`config.mk`:
```
export PLATFORM = sky130hd
export DESIGN_NAME = prbs_sat_counter
export DESIGN_NICKNAME = d
export VERILOG_FILES = /design/src/rtl/prbs_sat_counter.sv
export SDC_FILE = /design/constraint.sdc
export NUM_CORES = 1
export LEC_CHECK = 0
export BUFFER_PORTS_ARGS = -buffer_cell sky130_fd_sc_hd__buf_4
export CAP_MARGIN = 20
export CORE_MARGIN = 2
export CORE_UTILIZATION = 40
export DETAILED_ROUTE_END_ITERATION = 10
export GPL_ROUTABILITY_DRIVEN = 0
export GPL_TIMING_DRIVEN = 0
export PLACE_DENSITY = 0.6
export SETUP_SLACK_MARGIN = 0.02
export SYNTH_ARGS = -nofsm -noshare
export SYNTH_HDL_FRONTEND = slang
export SYNTH_SLANG_ARGS = --single-unit
export TNS_END_PERCENT = 5
```
`constraint.sdc`:
```
create_clock -name clk -period 4.6 [get_ports clk]
set_input_delay 0.46 -clock clk [delete_from_list [all_inputs] [get_ports clk]]
set_output_delay 0.46 -clock clk [all_outputs]
set_load 0.01 [all_outputs]
```
`src/rtl/prbs_sat_counter.sv`:
```
// Saturating up-counter with synchronous clear taking priority over inc.
module prbs_sat_counter #(
    parameter int CNT_W = 16
) (
    input  logic             clk,
    input  logic             rst_n,
    input  logic             i_inc,
    input  logic             i_clr,
    output logic [CNT_W-1:0] o_cnt
);
    logic [CNT_W-1:0] r_cnt;

    always_ff @(posedge clk or negedge rst_n) begin
        if (!rst_n) begin
            r_cnt <= '0;
        end else if (i_clr) begin
            r_cnt <= '0;
        end else if (i_inc && !(&r_cnt)) begin
            r_cnt <= r_cnt + 1'b1;
        end
    end

    assign o_cnt = r_cnt;
endmodule

```
==> out/metrics.cfg <==
[floorplanning]
start_util=0.420
placementRows=17
die_h_um=52.0
io_pins=20
core_sq_mm=0.00219
die_area_sq_mm=0.00270
die_w_um=52.0

[global_routing]
grt_antenna_before_repair=0
grt_usage=0.158
gr-total-overflow=0
grt_max_degree=17
grt_first_pass_wirelength_um=3110
grt_pass1_vias=717

[synth]
synthAdderAreaFrac=0.0136
ys_seq_area_frac=0.435
ys_types=36
syn_avg_cell_area_sq_um=9.68
syn_area_sq_um=920
ys_ff_latch=16
synth_fp_nets=100
muxShareOfSynthArea=0.0503
synth_xor_area_frac=0.00952
yosys_warnings=0
netlist_instances=95
yosys.area_share.simple=0.320
synth_compound_area_frac=0.155
synth_top_family_by_area=simple AND/OR/NAND/NOR gates

[sta]
skew_ns=0.00132
slew_headroom=0.697
finalCritPeriodShare=0.362
finalMaxSlewViolations=0
rsz0062_at_grt=no
worst_pin_slew_ns=0.454
hold_violations=0
fmax_mhz=600
fin_tns_setup_ns=0
setup_violations=0
fin_crit_ns=1.67

[cts]
cts_buffers=3
post-cts-setup-buffer-count=0
cts.sinks=16
hold_buffers=0
cts_tree=built
cts_root_buffer=clkbuf_4
cts_buffer_depth=2
postCtsResizedCells=0
clk_pin_slew_ns=0.09
insertion_delay_ns=0.28
htree_levels=1

[pwr]
p_per_area_mw_per_mm2=211
p_leak_uw=0.000485
p_total_uw=235
max-vdd-ir-drop_uv=134

[cells_and_area]
instances_no_fill=144
fin_util=0.508
largest_register_ff_count=16
final_cell_mix=buf_4, dfrtp_1, a21oi_1, nor2_1, nand2_1
fin_area_sq_mm=0.00111
synthToLayoutAreaGrowth_pct=21.0
layout_commonest_cell=buf_4
drive_above_1_share=0.267
diodes=0
design.final.nets=123

[setup_path]
max_stage_delay_ns=0.42
start_kind=flop
cp-end-kind=flop
arrival_ns=1.88
critPathSlowestCell=dfrtp_1
path_max_fanout=5
ff2ff_path_depth=5
crit_required_ns=4.81
crit_chain=ha_1 > and2_1 > o2111ai_2 > or3_1 > a21oi_1
reg2reg_slack_ns=2.93
critical_path_class=flop to flop

[routing]
vias=808
ant_nets=0
vias_per_cell=5.61
drtPass1Iterations=4
drc=0
routed_wl_um=1920
wl_per_cell_um=13.4
initialDrtViolationCount=8

[run_status]
status=finished clean

[place]
port_buffers=18
placed_cells=141
placed_cell_area_sq_mm=0.00109
hpwlAfterDp_um=1450

[worst_hold_path]
hp-class=input port to asynchronous set/reset pin

[job]
max_cap_violations=0

[layer usage]
layer / GRT usage / part of all wire
met5: 0 / 0
met4: 0.0658 / 0.012
met3: 0.0259 / 0.036
met2: 0.255 / 0.46
met1: 0.207 / 0.49
[layout make-up]
| cell class | instances | area [sq um] |
|---|---|---|
| plain buffers | 2 | 7.51 |
| clock buffers | 3 | 22.5 |
| fillers | 236 | 1080 |
| inverters | 2 | 7.51 |
| multi-input cells | 75 | 504 |
| flip-flops and latches | 16 | 400 |
| well taps | 28 | 35.0 |
| repair buffers | 18 | 135 |
[logic make-up after synthesis]
family	Yosys count
DFF	16
and+or+nand+nor	47
buffers and inverters	4
AOI/OAI and AO/OA	22
adders and majority gates	1
xor gates and xnor gates	1
muxes	4
[final timing paths]
kind | start | to
max reg2reg | o_cnt[0] | o_cnt[14]
min reg2reg | o_cnt[15] | o_cnt[15]
max in group asynchronous | rst_n | o_cnt[9]
max | o_cnt[0] | o_cnt[14]
min | rst_n | o_cnt[13]
min in group clk | o_cnt[15] | o_cnt[15]
[per-stage QoR]
stage / setup slack [ns] / hold WS, ns
after floorplan: 3.07 / 0.164
after CTS: 2.94 / 0.0171
after global routing: 2.83 / 0.0285
after global placement: 2.96 / 0.333
after detailed placement: 2.96 / 0.333
final: 2.93 / 0.0170
[cells in the mapped netlist, drive strengths merged]
| master | instances | share of area |
|---|---|---|
| nor3 | 4 | 0.034 |
| a21boi | 1 | 0.012 |
| mux2 | 2 | 0.029 |
| dfrtp | 16 | 0.44 |
| or3 | 4 | 0.027 |
| o31ai | 3 | 0.024 |
| o211ai | 1 | 0.0082 |
| nor2 | 8 | 0.033 |
| nand2 | 7 | 0.029 |
| o21bai | 1 | 0.0082 |
| nand4 | 2 | 0.020 |
| or4 | 2 | 0.016 |
| xor2 | 1 | 0.0095 |
| nand3 | 5 | 0.041 |
| and2 | 3 | 0.020 |
| a31oi | 3 | 0.020 |
| mux2i | 2 | 0.022 |
| nor2b | 2 | 0.014 |
| inv | 2 | 0.0082 |
| nor3b | 1 | 0.0082 |
| a21oi | 8 | 0.044 |
| o2111ai | 1 | 0.016 |
| and4 | 2 | 0.022 |
| and3 | 2 | 0.015 |
| nor4 | 2 | 0.020 |
| nand2b | 3 | 0.020 |
| o21ai | 4 | 0.022 |
| ha | 1 | 0.014 |
| clkbuf | 2 | 0.0082 |
[report_power, final]
| group | leakage, uW | switching (uW) | internal, uW | total, uW |
|---|---|---|---|---|
| clock network | 0.0000138 | 42.5 | 30.4 | 72.9 |
| logic | 0.000249 | 9.83 | 7.66 | 17.5 |
| registers | 0.000222 | 2.17 | 142 | 144 |
| total | 0.000485 | 54.5 | 180 | 235 |
[worst max-delay path, delay by kind of cell, from the launching register on]
| family | cells | cell delay (ns) |
|---|---|---|
| and+or+nand+nor | 2 | 0.62 |
| adders and majority gates | 1 | 0.21 |
| DFF | 1 | 0.42 |
| AOI/OAI and AO/OA | 2 | 0.34 |
No activity file was read; power rests on OpenSTA's default activity.
